--- config.mk ---
export PLATFORM = sky130hd
export DESIGN_NAME = sponge_absorber_flat
export DESIGN_NICKNAME = d
export VERILOG_FILES = /design/src/rtl/sponge_absorber_pkg.sv /design/src/rtl/sponge_absorber_if.sv /design/src/rtl/sponge_absorber_pad_lane.sv /design/src/rtl/sponge_absorber.sv /design/src/flat_wrapper.sv
export SDC_FILE = /design/constraint.sdc
export NUM_CORES = 1
export LEC_CHECK = 0
export ABC_AREA = 1
export BUFFER_PORTS_ARGS = -buffer_cell sky130_fd_sc_hd__buf_2
export CAP_MARGIN = 15
export CORE_AREA = 2 2 87 89
export CTS_CLUSTER_SIZE = 30
export DETAILED_ROUTE_END_ITERATION = 16
export DIE_AREA = 0 0 89 91
export PLACE_DENSITY = 0.92
export REMOVE_ABC_BUFFERS = 1
export SLEW_MARGIN = 40
export SYNTH_ARGS = -nofsm -noshare
export SYNTH_HDL_FRONTEND = slang
export SYNTH_SLANG_ARGS = --single-unit
--- constraint.sdc ---
create_clock -name clock -period 4.35 [get_ports clock]
set_clock_uncertainty 0.1 [all_clocks]
set_input_delay 0.6525 -clock clock [delete_from_list [all_inputs] [get_ports clock]]
set_output_delay 0.6525 -clock clock [all_outputs]
set_load 0.1 [all_outputs]
--- src/rtl/sponge_absorber_pkg.sv ---
// Shared constants and FSM state type for the SHA-3 sponge absorber.
// SHA3_DOMAIN_PAD_EN selects the FIPS 202 first pad byte (0x06) over original Keccak (0x01).
package sha3_pkg;

  localparam int LANE_W    = 64;
  localparam int NUM_LANES = 25;

`ifdef SHA3_DOMAIN_PAD_EN
  localparam logic [7:0] PAD_FIRST = 8'h06;
`else
  localparam logic [7:0] PAD_FIRST = 8'h01;
`endif
  localparam logic [7:0] PAD_LAST = 8'h80;

  localparam int RATE_SHA3_224 = 18;
  localparam int RATE_SHA3_256 = 17;
  localparam int RATE_SHA3_384 = 13;
  localparam int RATE_SHA3_512 = 9;
  localparam int RATE_SHAKE128 = 21;
  localparam int RATE_SHAKE256 = 17;

  typedef enum logic [2:0] {
    IDLE,
    FILL,
    PAD,
    START,
    WAIT_PERM
  } absorb_state_t;

endpackage

--- src/rtl/sponge_absorber_if.sv ---
// Message stream, lane XOR-write bus and permutation handshake of the sponge absorber.
// The master side is the absorber; the slave side is the message source plus permutation.
interface sponge_absorber_if;

  logic                          in_valid;
  logic                          in_ready;
  logic [sha3_pkg::LANE_W-1:0]   in_data;
  logic                          in_last;
  logic [3:0]                    in_bytes;

  logic                          state_clear;
  logic                          lane_we;
  logic [4:0]                    lane_idx;
  logic [sha3_pkg::LANE_W-1:0]   lane_data;
  logic                          perm_start;
  logic                          perm_done;
  logic                          msg_done;
  logic                          busy;

  modport master (
    input  in_valid, in_data, in_last, in_bytes, perm_done,
    output in_ready, state_clear, lane_we, lane_idx, lane_data,
           perm_start, msg_done, busy
  );

  modport slave (
    output in_valid, in_data, in_last, in_bytes, perm_done,
    input  in_ready, state_clear, lane_we, lane_idx, lane_data,
           perm_start, msg_done, busy
  );

endinterface

--- src/rtl/sponge_absorber_pad_lane.sv ---
// Combinational pad10*1 lane former shared by message lanes and pure pad lanes.
// Bytes below nbytes pass through, the first pad byte lands at nbytes, the rest are zero.
module pad_lane
  import sha3_pkg::*;
(
  input  logic [LANE_W-1:0] data,
  input  logic [3:0]        nbytes,
  input  logic              is_last,
  input  logic              first_pad,
  input  logic              final_lane,
  output logic [LANE_W-1:0] lane
);

  logic [3:0] n_keep;

  always_comb begin
    n_keep = (!is_last || nbytes > 4'd8) ? 4'd8 : nbytes;
    lane   = '0;
    for (int k = 0; k < 8; k++) begin
      if (4'(k) < n_keep) begin
        lane[8*k +: 8] = data[8*k +: 8];
      end else if (4'(k) == n_keep && first_pad) begin
        lane[8*k +: 8] = PAD_FIRST;
      end
    end
    // Closing pad bit is ORed so it can share byte 7 with the first pad byte.
    if (final_lane) begin
      lane[LANE_W-1 -: 8] = lane[LANE_W-1 -: 8] | PAD_LAST;
    end
  end

endmodule

--- src/rtl/sponge_absorber.sv ---
// Sponge absorber: pads a 64-bit lane stream with pad10*1 and feeds rate blocks to Keccak-f.
// First pad byte depends on SHA3_DOMAIN_PAD_EN (0x06 when defined, 0x01 otherwise).
module sponge_absorber #(
  parameter int RATE_LANES = 17,
  parameter int LANE_W     = 64
) (
  input  logic                clock,
  input  logic                reset,
  sponge_absorber_if.master   bus
);

  import sha3_pkg::*;

  localparam logic [4:0] LAST_LANE = 5'(RATE_LANES - 1);

  absorb_state_t       state;
  logic [4:0]          cnt;
  logic                pad_done;
  logic                pad_pending;

  logic [LANE_W-1:0]   pl_data;
  logic [3:0]          pl_nbytes;
  logic                pl_is_last;
  logic                pl_first_pad;
  logic                pl_final_lane;
  logic [LANE_W-1:0]   padded;
  logic                fill_pads;

  assign fill_pads = bus.in_last && (bus.in_bytes < 4'd8);

  // PAD lanes are all-zero data; only a pending pad byte or the closing bit marks them.
  always_comb begin
    pl_data       = '0;
    pl_nbytes     = 4'd0;
    pl_is_last    = 1'b1;
    pl_first_pad  = pad_pending;
    pl_final_lane = (cnt == LAST_LANE);
    if (state == FILL) begin
      pl_data       = bus.in_data;
      pl_nbytes     = bus.in_bytes;
      pl_is_last    = bus.in_last;
      pl_first_pad  = fill_pads;
      pl_final_lane = fill_pads && (cnt == LAST_LANE);
    end
  end

  pad_lane u_pad_lane (
    .data       (pl_data),
    .nbytes     (pl_nbytes),
    .is_last    (pl_is_last),
    .first_pad  (pl_first_pad),
    .final_lane (pl_final_lane),
    .lane       (padded)
  );

  always_ff @(posedge clock) begin
    if (reset) begin
      state           <= IDLE;
      cnt             <= '0;
      pad_done        <= 1'b0;
      pad_pending     <= 1'b0;
      bus.in_ready    <= 1'b0;
      bus.state_clear <= 1'b0;
      bus.lane_we     <= 1'b0;
      bus.lane_idx    <= '0;
      bus.lane_data   <= '0;
      bus.perm_start  <= 1'b0;
      bus.msg_done    <= 1'b0;
      bus.busy        <= 1'b0;
    end else begin
      bus.state_clear <= 1'b0;
      bus.lane_we     <= 1'b0;
      bus.perm_start  <= 1'b0;
      bus.msg_done    <= 1'b0;
      unique case (state)
        IDLE: begin
          if (bus.in_valid) begin
            state           <= FILL;
            cnt             <= '0;
            pad_done        <= 1'b0;
            pad_pending     <= 1'b0;
            bus.state_clear <= 1'b1;
            bus.in_ready    <= 1'b1;
            bus.busy        <= 1'b1;
          end
        end
        FILL: begin
          if (bus.in_valid && bus.in_ready) begin
            bus.lane_we   <= 1'b1;
            bus.lane_idx  <= cnt;
            bus.lane_data <= padded;
            cnt           <= cnt + 5'd1;
            if (bus.in_last) begin
              if (fill_pads) pad_done    <= 1'b1;
              else           pad_pending <= 1'b1;
            end
            if (cnt == LAST_LANE) begin
              state        <= START;
              bus.in_ready <= 1'b0;
            end else if (bus.in_last) begin
              state        <= PAD;
              bus.in_ready <= 1'b0;
            end
          end
        end
        PAD: begin
          bus.lane_we   <= 1'b1;
          bus.lane_idx  <= cnt;
          bus.lane_data <= padded;
          cnt           <= cnt + 5'd1;
          pad_pending   <= 1'b0;
          pad_done      <= 1'b1;
          if (cnt == LAST_LANE) state <= START;
        end
        START: begin
          bus.perm_start <= 1'b1;
          state          <= WAIT_PERM;
        end
        WAIT_PERM: begin
          // A still-pending pad means the message ended exactly on a block boundary.
          if (bus.perm_done) begin
            cnt <= '0;
            if (pad_pending) begin
              state <= PAD;
            end else if (pad_done) begin
              state        <= IDLE;
              bus.msg_done <= 1'b1;
              bus.busy     <= 1'b0;
            end else begin
              state        <= FILL;
              bus.in_ready <= 1'b1;
            end
          end
        end
        default: begin
          state <= IDLE;
        end
      endcase
    end
  end

endmodule

--- src/flat_wrapper.sv ---
// flat-port wrapper written by rule: the top's interface ports become plain ports
module sponge_absorber_flat import sha3_pkg::*;
#(
  parameter int RATE_LANES = 17,
  parameter int LANE_W     = 64
)
  (clock, reset, bus_in_valid, bus_in_data, bus_in_last, bus_in_bytes, bus_perm_done, bus_in_ready, bus_state_clear, bus_lane_we, bus_lane_idx, bus_lane_data, bus_perm_start, bus_msg_done, bus_busy);
  sponge_absorber_if bus_i ();
  input  logic clock;
  input  logic reset;
  input wire logic [$bits(bus_i.in_valid)-1:0] bus_in_valid;
  input wire logic [$bits(bus_i.in_data)-1:0] bus_in_data;
  input wire logic [$bits(bus_i.in_last)-1:0] bus_in_last;
  input wire logic [$bits(bus_i.in_bytes)-1:0] bus_in_bytes;
  input wire logic [$bits(bus_i.perm_done)-1:0] bus_perm_done;
  output wire logic [$bits(bus_i.in_ready)-1:0] bus_in_ready;
  output wire logic [$bits(bus_i.state_clear)-1:0] bus_state_clear;
  output wire logic [$bits(bus_i.lane_we)-1:0] bus_lane_we;
  output wire logic [$bits(bus_i.lane_idx)-1:0] bus_lane_idx;
  output wire logic [$bits(bus_i.lane_data)-1:0] bus_lane_data;
  output wire logic [$bits(bus_i.perm_start)-1:0] bus_perm_start;
  output wire logic [$bits(bus_i.msg_done)-1:0] bus_msg_done;
  output wire logic [$bits(bus_i.busy)-1:0] bus_busy;
  assign bus_i.in_valid = bus_in_valid;
  assign bus_i.in_data = bus_in_data;
  assign bus_i.in_last = bus_in_last;
  assign bus_i.in_bytes = bus_in_bytes;
  assign bus_i.perm_done = bus_perm_done;
  assign bus_in_ready = bus_i.in_ready;
  assign bus_state_clear = bus_i.state_clear;
  assign bus_lane_we = bus_i.lane_we;
  assign bus_lane_idx = bus_i.lane_idx;
  assign bus_lane_data = bus_i.lane_data;
  assign bus_perm_start = bus_i.perm_start;
  assign bus_msg_done = bus_i.msg_done;
  assign bus_busy = bus_i.busy;
  sponge_absorber #(.RATE_LANES(RATE_LANES), .LANE_W(LANE_W)) u_core (.clock(clock), .reset(reset), .bus(bus_i));
endmodule
==> results.py, run 1 <==
metrics = {
    "run_status": {
        "outcome": "finished clean",
    },
    "grt": {
        "track_usage_pct": 23.6,
        "grt_max_degree": 68,
        "grt_pass1_vias": 3460,
        "grt_overflow": 0,
        "grt_pass1_wl_um": 15200,
        "antenna_found_initial": 0,
    },
    "hold_path": {
        "whs_path_depth": 2,
        "worst_hold_path_type": "flop to flop",
    },
    "worst_setup_path": {
        "critPathMaxStageDelay_ps": 480,
        "crit_chain": "nor2_2 > nand2_4 > nor2_8 > nor2_4 > inv_2 > o21ai_0 > inv_1 > nand2_1 > inv_1",
        "critPathLaunchType": "flop",
        "r2r_cells": 9,
        "path_buf_inv": 3,
        "crit_fanout": 32,
        "cp_common_cell": "inv_1",
        "worstPathRequired_ps": 4500,
        "worst-setup-path-type": "flop to flop",
        "cp.depth": 9,
        "end_kind": "flop",
        "worstPathArrival_ps": 2400,
        "critPathTopFamily": "simple AND/OR/NAND/NOR gates",
        "critPathSlowestCell": "nor2_4",
    },
    "timing": {
        "finalSetupViolations": 0,
        "hold-worst-slack_ps": 366,
        "period_needed_ps": 2250,
        "max_freq_ghz": 0.445,
        "finalMaxSlewViolations": 0,
        "final.setup.tns_ps": 0,
        "relSlewSlack_pct": 54.7,
        "finalCritPeriodShare_pct": 51.6,
        "rsz0062_at_grt": "false",
        "finalWorstSetupSlack_ps": 2100,
        "finalHoldViolations": 0,
        "worst_pin_slew_ps": 680,
    },
    "clocking": {
        "cts_root_buf": "clkbuf_8",
        "numCtsBuffers": 9,
        "clock_path_buffers": 2,
        "cts_setup_buffers": 0,
        "cts_hold_buf": 0,
        "htreeDepth": 3,
        "cts_sinks": 85,
        "cts_tree": "done",
        "clock_latency_ps": 350,
        "path_clk_slew_ps": 80,
        "ctsResizeCount": 0,
    },
    "power_and_ir_drop": {
        "internal_power_mw": 1.45,
        "comb_power_share_pct": 45.7,
        "pwr-share-seq_pct": 32.9,
        "power.density_mw_per_mm2": 634,
        "p_switching_mw": 1.44,
        "p_total_mw": 2.89,
        "swShare_pct": 49.9,
        "clock_power_share_pct": 21.3,
        "ir_drop_mv": 0.301,
        "p_leak_nw": 2.17,
    },
    "yosys": {
        "synth_fa_ha_area_share_pct": 0.698,
        "synth-seq-cells": 85,
        "yosysTopAreaCell": "dfxtp_1",
        "yosysSeqAreaShare_pct": 47.5,
        "async_flop_share_pct": 0,
        "synth_edf_count": 0,
        "yosysTopAreaCellShare_pct": 47.5,
        "syn_inst": 488,
        "synth.avg_cell_area_um2": 7.34,
        "synth_top_family_by_area": "simple AND/OR/NAND/NOR gates",
        "ys_types": 26,
        "synth_xor_area_share_pct": 0,
        "synth-compound-area-share_pct": 14.0,
        "syn_area_mm2": 0.00358,
        "synthMuxAreaShare_pct": 0,
        "yosysWarnings": 0,
        "synth_flop_cell": "dfxtp_1",
        "synthSimpleGateAreaFrac_pct": 30.2,
        "yosys-top-cells-area": "dfxtp_1 (47%), nand2_1 (13%), a21oi_1 (11%)",
    },
    "layout": {
        "area_growth_pct": 27.1,
        "instances_no_fill": 729,
        "final_util_pct": 63.8,
        "drive_gt1_share_pct": 29.0,
        "layout_commonest_cell": "buf_2",
        "layout_common_cells": "buf_2 (147), nand2_1 (123), dfxtp_1 (85), a21oi_1 (76), nand3_1 (69)",
        "multiInputGateArea_mm2": 0.00161,
        "finalInstanceArea_mm2": 0.00455,
        "finalNetCount": 700,
        "regArea_mm2": 0.00170,
        "num-fill-cells": 685,
        "insertedDiodeCount": 0,
    },
    "placement": {
        "gp_congestion": 0.873,
        "dp_cells": 713,
        "hpwlAfterDp_um": 6860,
        "post_dp_cell_area_mm2": 0.00433,
        "portBuffers": 147,
        "pre_cts_ws_ps": 1780,
    },
    "routing": {
        "viasPerCell": 5.13,
        "detail_route.wl_per_cell_um": 13.1,
        "drc_errors": 0,
        "first_pass_iters": 4,
        "ant_nets": 0,
        "drt-initial-drc-count": 199,
        "routed_wl_um": 9530,
        "num_vias": 3741,
    },
    "flow_run": {
        "cap_viol_max_count": 0,
    },
    "die": {
        "core-area_mm2": 0.00714,
        "num_rows": 31,
        "fp.dieArea_mm2": 0.00810,
        "initial_core_util_pct": 50.2,
        "die-height_um": 91,
        "die_width_um": 89,
        "pin_count": 148,
    },
}
## worst min-delay path, delay by kind of cell (launching register included)
kind             cells  cell delay, ps
AND/OR/NAND/NOR      1              60
AO/OA/AOI/OAI        1              50
flip-flops           1             310
## power by group through the flow
stage	sequential, mW	combinational [mW]	clock, mW
detailed placement	0.964	1.31	0
global placement	0.962	1.29	0
global route	0.963	1.41	0.660
floorplan	1.56	0.453	0
CTS	0.948	1.32	0.627
finish	0.951	1.32	0.617
## registers in the layout, summed over array words and instances (netlist names)
name and count:
u_core.bus.lane_data 64, u_core.bus.lane_idx 5, u_core.cnt 5, u_core.state 3, u_core.bus.busy 1, u_core.bus.in_ready 1
u_core.bus.lane_we 1, u_core.bus.msg_done 1, u_core.bus.perm_start 1, u_core.bus.state_clear 1, u_core.pad_done 1, u_core.pad_pending 1
## cell families (layout without fill, tap and decap cells)
logic type / count (synthesis) / count (layout)
adders and majority gates: 2 / 2
AOI/OAI and AO/OA: 99 / 99
buffers and inverters: 61 / 203
DFF: 85 / 85
and+or+nand+nor: 241 / 241
## routing by layer
| layer | track usage (%) | share of wire [%] | vias up |
|---|---|---|---|
| li1 | - | - | 1871 |
| met2 | 41.0 | 49 | 129 |
| met1 | 27.6 | 42 | 1726 |
| met3 | 5.00 | 6.8 | 15 |
| met4 | 9.58 | 2.3 | 0 |
| met5 | 0 | 0 | - |
## final timing paths
kind / slack, ps / startpoint / end
min: 370 / u_core.bus.lane_data[43] / u_core.bus.lane_data[43]
min reg2reg: 370 / u_core.bus.lane_data[43] / u_core.bus.lane_data[43]
max: 2100 / u_core.state[2] / u_core.bus.lane_data[40]
max reg2reg: 2100 / u_core.state[2] / u_core.bus.lane_data[40]
## cell usage after synthesis, types with 2 or more instances
cell type / n
nand2_1: 123
ha_1: 2
dfxtp_1: 85
nor2_2: 5
inv_1: 34
nor2_4: 2
nor3_1: 2
clkbuf_1: 9
buf_2: 12
o21ai_0: 19
a21oi_1: 76
nor2_8: 2
inv_2: 3
nand3_1: 69
nand2_2: 4
nand4_1: 3
nor2_1: 29
## layout make-up
type	count	area share [%]
Clock inverter	6	2.06
Inverter	38	3.24
Tap cell	99	2.72
Sequential cell	85	37.4
Multi-Input combinational cell	342	35.3
Clock buffer	10	2.80
Timing Repair Buffer	149	16.5
No activity file was read; power rests on OpenSTA's default activity.
==> inputs of run 2 (changes only) <==
- CORE_AREA: 2 2 87 89 -> 2 2 90 92
- DIE_AREA: 0 0 89 91 -> 0 0 92 94
- PLACE_DENSITY: 0.92 -> 0.87
- clock period: 4.35 -> 2.1 ns (I/O delays scaled with it)
==> results.py, run 2 (same netlist as run 1, synthesis figures left out) <==
metrics = {
    "timing": {
        "finalHoldViolations": 0,
        "finalMaxSlewViolations": 0,
        "period_needed_ps": 1850,
        "max_freq_ghz": 0.542,
        "finalCritPeriodShare_pct": 87.9,
        "hold-worst-slack_ps": 104,
        "finalSetupViolations": 0,
        "rsz0062_at_grt": "false",
        "worst_pin_slew_ps": 511,
        "relSlewSlack_pct": 66.2,
    },
    "die": {
        "die_width_um": 92,
        "initial_core_util_pct": 47.1,
        "die-height_um": 94,
        "fp.dieArea_mm2": 0.00865,
        "num_rows": 32,
        "pin_count": 148,
        "core-area_mm2": 0.00761,
    },
    "layout": {
        "drive_gt1_share_pct": 29.7,
        "area_growth_pct": 26.7,
        "regMostFlops": "u_core.bus.lane_data",
        "regArea_mm2": 0.00170,
        "instances_no_fill": 736,
        "layout_commonest_cell": "buf_2",
        "finalNetCount": 704,
        "multiInputGateArea_mm2": 0.00161,
        "largest_reg_flops": 64,
        "layout_common_cells": "buf_2 (147), nand2_1 (123), dfxtp_1 (85), a21oi_1 (76), nand3_1 (69)",
        "final_util_pct": 59.7,
        "reg.largest.list": "u_core.bus.lane_data (64), u_core.bus.lane_idx (5), u_core.cnt (5)",
        "num-fill-cells": 755,
        "insertedDiodeCount": 0,
    },
    "clocking": {
        "clock_path_buffers": 2,
        "numCtsBuffers": 9,
        "cts_sinks": 85,
        "cts_hold_buf": 0,
        "path_clk_slew_ps": 90,
        "cts_tree": "done",
        "ctsResizeCount": 0,
        "cts_root_buf": "clkbuf_8",
        "clock_latency_ps": 350,
        "htreeDepth": 3,
        "cts_setup_buffers": 0,
    },
    "power_and_ir_drop": {
        "ir_drop_mv": 0.707,
        "power.density_mw_per_mm2": 1270,
        "p_total_mw": 5.76,
        "p_leak_nw": 2.17,
    },
    "hold_path": {
        "worst_hold_path_type": "input pin to flop",
    },
    "placement": {
        "portBuffers": 147,
        "gp_congestion": 0.923,
        "hpwlAfterDp_um": 7240,
        "dp_cells": 720,
    },
    "grt": {
        "track_usage_pct": 22.6,
        "antenna_found_initial": 0,
        "grt_overflow": 0,
        "grt_pass1_vias": 3403,
        "grt_pass1_wl_um": 15600,
        "grt_max_degree": 37,
    },
    "worst_setup_path": {
        "crit_chain": "nor2_2 > nand2_4 > inv_2 > nand2_2 > nor2_1 > nand2_1 > a21oi_1",
        "critPathMaxStageDelay_ps": 370,
        "crit_fanout": 15,
        "worst-setup-path-type": "flop to flop",
        "worstPathRequired_ps": 2290,
        "critPathLaunchType": "flop",
        "worstPathArrival_ps": 2030,
        "path_buf_inv": 1,
        "end_kind": "flop",
        "critPathSlowestCell": "nor2_1",
        "critPathTopFamily": "simple AND/OR/NAND/NOR gates",
    },
    "routing": {
        "drc_errors": 0,
        "top_layer": "met4",
        "drt-initial-drc-count": 177,
        "dr_wl_met3_um": 578,
        "num_vias": 3703,
        "wl_met1_um": 4220,
        "wl_met2_um": 4700,
        "ant_nets": 0,
        "viasPerCell": 5.03,
        "detail_route.wl_per_cell_um": 13.2,
        "first_pass_iters": 4,
        "routed_wl_um": 9680,
    },
    "run_status": {
        "outcome": "finished clean",
    },
    "flow_run": {
        "cap_viol_max_count": 0,
    },
}
## run 2: cell types whose count changed in the layout (fill, tap and decap cells not counted), sizes merged
cell / before / now
bufinv: 2 / 0
clkinvlp: 1 / 2
buf: 149 / 153
clkinv: 1 / 4
clkbuf: 10 / 9
inv: 40 / 39
## run 2: final cells by class
type / instances / share of cell area, %
inverter: 38 / 3.25
sequential: 85 / 37.5
tap: 102 / 2.81
clock inverter: 7 / 1.13
clock buffer: 9 / 2.73
multi-input combinational: 342 / 35.4
timing repair buffer: 153 / 17.2
## run 2: worst min-delay path: cells and delay by family
| family | cells | cell delay, ps |
|---|---|---|
| and+or+nand+nor | 1 | 50 |
| AOI/OAI and AO/OA | 1 | 50 |
| buffers and inverters | 1 | 100 |
## run 2: metrics by stage
| stage | worst slack (ps) | area (um^2) | TNS (ps) |
|---|---|---|---|
| final | 253 | 4540 | 0 |
| after global routing | 33.3 | 4540 | 0 |
| after CTS | 260 | 4540 | 0 |
| after detailed placement | 280 | 4370 | 0 |
| after global placement | 320 | 4370 | 0 |
| after floorplan | -630 | 3460 | -23810 |
## run 2: routing by layer
layer	track usage (%)	up-vias
li1	-	1882
met1	27.9	1688
met2	38.5	116
met3	5.46	17
met4	7.84	0
met5	0	-
## run 2: power breakdown
part | switching (mW) | total [mW] | internal, mW
Clock | 0.604 | 1.04 | 0.433
Sequential | 0.141 | 1.97 | 1.83
Combinational | 2.25 | 2.76 | 0.501
## run 2: path summary, 6_finish.rpt
path                                    to                     start  depth (start not counted)  slack (ps)
setup / recovery  u_core.bus.lane_data[59]           u_core.state[2]                          7         250
hold reg to reg   u_core.bus.lane_data[36]  u_core.bus.lane_data[36]                          2         360
setup reg to reg  u_core.bus.lane_data[59]           u_core.state[2]                          7         250
hold / removal    u_core.bus.lane_data[60]           bus_in_data[60]                          3         100
